## src/rtl/lab5_pkg.sv

```systemverilog
// Shared constants for the lab 5 front-end: debounce default and operand switch width.
package lab5_pkg;
  localparam int DEBOUNCE_CYCLES_DEF = 16;
  localparam int S_W                 = 8;
  localparam logic [S_W-1:0] S_RESET = '0;
endpackage

```

## src/rtl/input_conditioner_if.sv

```systemverilog
// Raw pushbutton/switch inputs and conditioned outputs feeding the multiplier.
interface input_conditioner_if;
  import lab5_pkg::*;

  logic           Run_raw;
  logic           ClearA_LoadB_raw;
  logic [S_W-1:0] S_raw;
  logic           Run;
  logic           ClearA_LoadB;
  logic [S_W-1:0] S;
  logic           RunPress;
  logic           LoadPress;

  modport master (
    output Run_raw, ClearA_LoadB_raw, S_raw,
    input  Run, ClearA_LoadB, S, RunPress, LoadPress
  );

  modport slave (
    input  Run_raw, ClearA_LoadB_raw, S_raw,
    output Run, ClearA_LoadB, S, RunPress, LoadPress
  );
endinterface

```

## src/rtl/debouncer.sv

```systemverilog
// One active-low pushbutton: 2-flop synchronizer, saturating stability counter,
// accepted level and a one-cycle press pulse on each accepted 1->0 transition.
module debouncer #(
  parameter int DEBOUNCE_CYCLES = lab5_pkg::DEBOUNCE_CYCLES_DEF
) (
  input  logic Clk,
  input  logic Reset,
  input  logic raw,
  output logic level,
  output logic press
);
  localparam int CNT_W = (DEBOUNCE_CYCLES > 1) ? $clog2(DEBOUNCE_CYCLES) : 1;
  localparam logic [CNT_W-1:0] CNT_MAX = CNT_W'(DEBOUNCE_CYCLES - 1);

  function automatic logic [CNT_W-1:0] sat_inc(input logic [CNT_W-1:0] v);
    return (v == CNT_MAX) ? v : v + CNT_W'(1);
  endfunction

  logic             sync_p0;
  logic             sync_p1;
  logic             stable;
  logic             press_q;
  logic [CNT_W-1:0] cnt;
  logic             differ;
  logic             accept;

  assign differ = (sync_p1 != stable);
  assign accept = differ && (cnt == CNT_MAX);

  // stage p0/p1: metastability filter; buttons idle high
  always_ff @(posedge Clk or negedge Reset) begin
    if (!Reset) begin
      sync_p0 <= 1'b1;
      sync_p1 <= 1'b1;
    end else begin
      sync_p0 <= raw;
      sync_p1 <= sync_p0;
    end
  end

  // debounce stage: counter only runs while the synced value disagrees with the level
  always_ff @(posedge Clk or negedge Reset) begin
    if (!Reset) begin
      stable  <= 1'b1;
      cnt     <= '0;
      press_q <= 1'b0;
    end else begin
      press_q <= accept && !sync_p1;
      if (!differ || accept) begin
        cnt <= '0;
      end else begin
        cnt <= sat_inc(cnt);
      end
      if (accept) begin
        stable <= sync_p1;
      end
    end
  end

  assign level = stable;
  assign press = press_q;
endmodule

```

## src/rtl/input_conditioner.sv

```systemverilog
// Conditions the multiplier's front-panel inputs: two debounced buttons with
// press pulses, plus a synchronized (not debounced) operand switch bank.
module input_conditioner
  import lab5_pkg::*;
#(
  parameter int DEBOUNCE_CYCLES = DEBOUNCE_CYCLES_DEF
) (
  input  logic                 Clk,
  input  logic                 Reset,
  input_conditioner_if.slave   bus
);
  logic [S_W-1:0] s_p0;
  logic [S_W-1:0] s_p1;

  debouncer #(.DEBOUNCE_CYCLES(DEBOUNCE_CYCLES)) u_run (
    .Clk   (Clk),
    .Reset (Reset),
    .raw   (bus.Run_raw),
    .level (bus.Run),
    .press (bus.RunPress)
  );

  debouncer #(.DEBOUNCE_CYCLES(DEBOUNCE_CYCLES)) u_load (
    .Clk   (Clk),
    .Reset (Reset),
    .raw   (bus.ClearA_LoadB_raw),
    .level (bus.ClearA_LoadB),
    .press (bus.LoadPress)
  );

  // stage p0/p1: per-bit switch synchronizer, switches are level inputs so no debounce
  always_ff @(posedge Clk or negedge Reset) begin
    if (!Reset) begin
      s_p0 <= S_RESET;
      s_p1 <= S_RESET;
    end else begin
      s_p0 <= bus.S_raw;
      s_p1 <= s_p0;
    end
  end

  assign bus.S = s_p1;
endmodule

```

## src/flat_wrapper.sv

```systemverilog
// flat-port wrapper written by rule: the top's interface ports become plain ports
module input_conditioner_flat import lab5_pkg::*;
#(
  parameter int DEBOUNCE_CYCLES = DEBOUNCE_CYCLES_DEF
)
  (Clk, Reset, bus_Run_raw, bus_ClearA_LoadB_raw, bus_S_raw, bus_Run, bus_ClearA_LoadB, bus_S, bus_RunPress, bus_LoadPress);
  input_conditioner_if bus_i ();
  input  logic Clk;
  input  logic Reset;
  input wire logic [$bits(bus_i.Run_raw)-1:0] bus_Run_raw;
  input wire logic [$bits(bus_i.ClearA_LoadB_raw)-1:0] bus_ClearA_LoadB_raw;
  input wire logic [$bits(bus_i.S_raw)-1:0] bus_S_raw;
  output wire logic [$bits(bus_i.Run)-1:0] bus_Run;
  output wire logic [$bits(bus_i.ClearA_LoadB)-1:0] bus_ClearA_LoadB;
  output wire logic [$bits(bus_i.S)-1:0] bus_S;
  output wire logic [$bits(bus_i.RunPress)-1:0] bus_RunPress;
  output wire logic [$bits(bus_i.LoadPress)-1:0] bus_LoadPress;
  assign bus_i.Run_raw = bus_Run_raw;
  assign bus_i.ClearA_LoadB_raw = bus_ClearA_LoadB_raw;
  assign bus_i.S_raw = bus_S_raw;
  assign bus_Run = bus_i.Run;
  assign bus_ClearA_LoadB = bus_i.ClearA_LoadB;
  assign bus_S = bus_i.S;
  assign bus_RunPress = bus_i.RunPress;
  assign bus_LoadPress = bus_i.LoadPress;
  input_conditioner #(.DEBOUNCE_CYCLES(DEBOUNCE_CYCLES)) u_core (.Clk(Clk), .Reset(Reset), .bus(bus_i));
endmodule
```

## config.mk

```make
export PLATFORM = sky130hd
export DESIGN_NAME = input_conditioner_flat
export DESIGN_NICKNAME = d
export VERILOG_FILES = /design/src/rtl/lab5_pkg.sv /design/src/rtl/input_conditioner_if.sv /design/src/rtl/debouncer.sv /design/src/rtl/input_conditioner.sv /design/src/flat_wrapper.sv
export SDC_FILE = /design/constraint.sdc
export NUM_CORES = 1
export LEC_CHECK = 0
export ABC_AREA = 0
export CORE_MARGIN = 2
export CORE_UTILIZATION = 46
export DETAILED_ROUTE_END_ITERATION = 6
export PLACE_DENSITY = 0.85
export SLEW_MARGIN = 40
export SYNTH_ARGS = -nofsm -noshare
export SYNTH_HDL_FRONTEND = slang
export SYNTH_SLANG_ARGS = --single-unit
```

## constraint.sdc

```tcl
create_clock -name Clk -period 1.5 [get_ports Clk]
set_input_delay 0.375 -clock Clk [delete_from_list [all_inputs] [get_ports Clk]]
set_output_delay 0.375 -clock Clk [all_outputs]
set_load 0.005 [all_outputs]
```

Yosys cells after proc, flatten, opt, wreduce, memory -nomap -nowiden
Cells that the tools add are included.

storage, ports and cells
  bits of input ports = 12
  output and inout bits = 12
  register bits = 32
  logic and storage cells = 34

cells by class
  eq/ne operators = 6
  mux-type cells = 4
  $add $sub $neg = 2
  reductions and logical operators = 10

operator list
  cell                   count
  $mux W4                4
  $add A4 B1 Y4 const B  2
  $eq A4 B4 Y1 const B   2
  $logic_and A1 B1 Y1    4
  $logic_not A1 Y1       4
  $ne A2 B2 Y1 const B   2
  $logic_or A1 B1 Y1     2
  $ne A1 B1 Y1           2

Logic depth before layout (Yosys ltp)
  depth after elaboration = 4
  gate-level depth with buffers = 3

By module
A second synthesis with hierarchy kept.

second synthesis, totals
  cells, all modules = 60
  area, all modules = 1003.5 µm²

modules (own cells, without submodules)
  module             times used  area each (µm²)  seq. area each (µm²)  cells each
  debouncer          2           301.5            203.9                 22
  input_conditioner  1           400.4            400.4                 16

Worst setup path after synthesis
No wires, ideal clock.

  path type = reg2reg
  from = reg u_core.u_load.cnt[0]
  to = reg u_core.u_load.stable, in the netlist u_core.u_load.level
  buffers on the path = 0
  data required time = 1418 ps
  path slack = 401 ps
  cell stages (with the launch flop) = 4
  period minus slack after synthesis = 1099 ps
  arrival = 1017 ps
  cells stage by stage = dfrtp_1 ha_1 nand3_1 mux2_2

on the way
  word-level cells in the longest chain between the ends = 2

ends and longest elaborated chain
  what                    RTL line         text
  from (decl)             debouncer.sv:23  logic [CNT_W-1:0] cnt;
  from (signal assigned)  debouncer.sv:52  cnt <= sat_inc(cnt);
  $eq A4 B4 Y1            debouncer.sv:28  assign accept = differ && (cnt == CNT_MAX);
  $logic_and A1 B1 Y1     debouncer.sv:28
  to (signal assigned)    debouncer.sv:55  stable <= sync_p1;
  to (decl)               debouncer.sv:21  logic stable;

No other way between the ends.
A chain may end at the register's enable or synchronous reset.

Worst setup path after layout
  from = reg u_core.u_run.stable, in the netlist u_core.u_run.level
  to = out bus_Run

RTL lines
  what                    RTL line            text
  from (decl)             debouncer.sv:21
  from (signal assigned)  debouncer.sv:55
  to (decl)               flat_wrapper.sv:13  output wire logic [$bits(bus_i.Run)-1:0] bus_Run;

No word-level cell between the ends.

==> results_dict.tcl <==
set metrics [dict create \
    outcome "completed" \
    crit_family "flip-flops" \
    syn_nets 74 \
    powerDensity_nw_per_um2 1190 \
    clkSlewWorstSetupHoldPaths_ns 0.09 \
    end_kind "output port" \
    whs_path_depth 0 \
    critPathRequiredTime_ns 1.12 \
    start_kind "flop" \
    syn_area_per_cell_um2 16.7 \
    pwr-share-comb_pct 5.9 \
    nNetsFinal 107 \
    grt_overflow_total 0 \
    reg2reg_depth 3 \
    antenna_found_initial 0 \
    grt.total_usage_pct 13.1 \
    p_seq_share_pct 56.9 \
    tightest_slew_ns 0.195 \
    final_core_util_pct 68.1 \
    drt_wl_total_um 1260 \
    ys_seq_elements 32 \
    holdPathEnd "u_core.bus.S[4]$_DFF_PN0_" \
    hp-start "u_core.s_p0[4]$_DFF_PN0_" \
    die_w_um 50.7 \
    die_h_um 50.7 \
    numPortBuffers 23 \
    crit_chain "dlygate4sd2_1" \
    worst_path_max_delay_cell "dfstp_2" \
    post-route-period-util_pct 96.2 \
    wl_per_cell_um 10.4 \
    antenna_cells 0 \
    dr.pass1.iters 3 \
    post-place-ws_ns 0.0838 \
    cts.sinks 32 \
    p_int_w 0.00131 \
    row_count 16 \
    hold_path_class "flop to flop" \
    start_util_pct 50.1 \
    io_pins 24 \
    switching_share_pct 19.3 \
    drive_above_1_share_pct 22.3 \
    core_area_um2 2000 \
    max_freq_mhz 693 \
    cts_max_level 2 \
    yosys_warnings 0 \
    slew_headroom_pct 86.9 \
    grt_pass1_wl_um 2300 \
    gp_congestion 0.676 \
    period_needed_ns 1.44 \
    seq_area_frac_synth_pct 80.5 \
    switching_power_w 0.000314 \
    clkPwrFrac_pct 37.2 \
    cts_root_buf "clkbuf_4" \
    skew_ns 0.00687 \
    syn_area_um2 1000 \
    grt_max_degree 33 \
    drc 0 \
    crit_type "flop to output port" \
    cts_buffers 5 \
    syn_inst 60 \
    regToRegStartpoint "u_core.u_load.cnt[0]$_DFFE_PN0P_" \
    rsz0062_at_grt "no" \
    critPathMaxFanout 2 \
    drv_slew 0 \
    r2r_slack_ns 0.34 \
    finalSetupTns_ns 0 \
    clk_latency_ns 0.31 \
    hold_violations 0 \
    regToRegEndpoint "u_core.u_load.level$_DFFE_PN1P_" \
    drtIter0Drc 6 \
    ir_drop_v 0.000882 \
    p_leak_nw 0.639 \
    post-dp-hpwl_um 920 \
    ys_types 13 \
    postRouteAntennaNets 0 \
    cpPeakStageDelay_ns 0.53 \
    clockBufferDepth 2 \
    tritoncts "done" \
    ctsHoldBuffers 0 \
    worst-path-buf-inv 1 \
    final-setup-viol-count 0 \
    cap_violations 0 \
    viasPerCell 4.64 \
    critical_path_arrival_ns 1.07 \
    die_area_um2 2570 \
    fin_ws_ns 0.0577 \
    area_delta_synth_final_pct 35.9 \
    grt_pass1_vias 567 \
    via_count 561 \
]
==> through the flow <==
step	instances	area, um^2	hold WS (ns)	power, W
finish	121	1360	0.354	0.00163
global route	121	1360	0.364	0.00172
CTS	121	1360	0.357	0.00166
detailed placement	111	1290	0.335	0.00105
global placement	111	1290	0.333	0.00105
floorplan	60	1000	0.0794	0.000969
==> cells by family after synthesis <==
group                      count (synthesis)  synth area share [%]
and+or+nand+nor                           14                  6.98
AOI/OAI and AO/OA                          2                  1.75
xor gates and xnor gates                   6                  5.24
buffers and inverters                      2                 0.748
DFF                                       32                  80.5
adders and majority gates                  2                  2.49
muxes                                      2                  2.24
==> cells in the mapped netlist <==
cell / count / area, um^2
ha_1: 2 / 25.0
nor3b_1: 2 / 15.0
nor2_1: 6 / 22.5
dfrtp_1: 26 / 651
inv_1: 2 / 7.51
xnor2_1: 4 / 35.0
xor2_1: 2 / 17.5
a31o_2: 2 / 17.5
dfstp_2: 6 / 158
mux2_2: 1 / 11.3
nand3_1: 4 / 20.0
nor2_2: 2 / 12.5
mux2_1: 1 / 11.3
==> layer usage <==
layer,global-route usage (%),vias up,share of wire (%)
met3,5.65,6,8.0
met2,18.9,23,47
met5,0,-,0
met4,10.8,0,3.7
met1,14.9,269,41
li1,-,263,-
==> sequential cells by signal (all words and copies together) (netlist names) <==
signal,flops
u_core.u_run.level,1
u_core.u_load.sync_p1,1
u_core.u_run.sync_p1,1
u_core.u_load.sync_p0,1
u_core.s_p0,8
u_core.u_run.cnt,4
u_core.u_run.sync_p0,1
u_core.bus.S,8
u_core.u_load.cnt,4
u_core.u_load.level,1
u_core.u_load.press,1
u_core.u_run.press,1
==> area by class of cell <==
cell class	instances	area (um^2)
clock buffers	6	41.3
clock inverters	2	35.0
fillers	153	638
inverters	2	7.51
multi-input cells	26	188
flip-flops and latches	32	808
well taps	27	33.8
repair buffers	26	250
==> power by group through the flow <==
stage | logic [W] | registers, W | clock network (W)
4_1_cts | 0.0000987 | 0.000927 | 0.000633
3_3_place_gp | 0.000105 | 0.000941 | 0
5_1_grt | 0.000109 | 0.000932 | 0.000677
6_report | 0.0000959 | 0.000926 | 0.000605
3_5_place_dp | 0.000106 | 0.000944 | 0
2_1_floorplan | 0.0000285 | 0.000941 | 0
==> worst max path at each step <==
stage                                     start  cells past startpoint                         endpoint
5_1_grt          u_core.u_run.level$_DFFE_PN1P_                      1                          bus_Run
2_1_floorplan  u_core.u_load.cnt[0]$_DFFE_PN0P_                      3  u_core.u_load.level$_DFFE_PN1P_
3_5_place_dp     u_core.u_run.level$_DFFE_PN1P_                      1                          bus_Run
3_3_place_gp     u_core.u_run.level$_DFFE_PN1P_                      1                          bus_Run
4_1_cts          u_core.u_run.level$_DFFE_PN1P_                      1                          bus_Run
6_report         u_core.u_run.level$_DFFE_PN1P_                      1                          bus_Run
==> placed cells by master, fill, tap and decap left out <==
cell type,n
bufinv_16,1
ha_1,2
clkinv_2,1
mux2_1,1
xnor2_1,4
mux2_2,1
dfrtp_1,26
clkbuf_4,5
inv_1,2
nor2_1,6
a31o_2,2
nor3b_1,2
clkbuf_1,1
clkdlybuf4s50_1,11
dlygate4sd2_1,12
buf_4,2
dfstp_2,6
buf_12,1
nand3_1,4
nor2_2,2
xor2_1,2
==> repair_timing <==
| item | CTS | global route |
|---|---|---|
| buffers inserted | 2 | 0 |
| setup endpoints to repair | 12 | 0 |
| gates resized for setup | 12 | 0 |
Note: power is estimated with default switching activity, not from simulation.
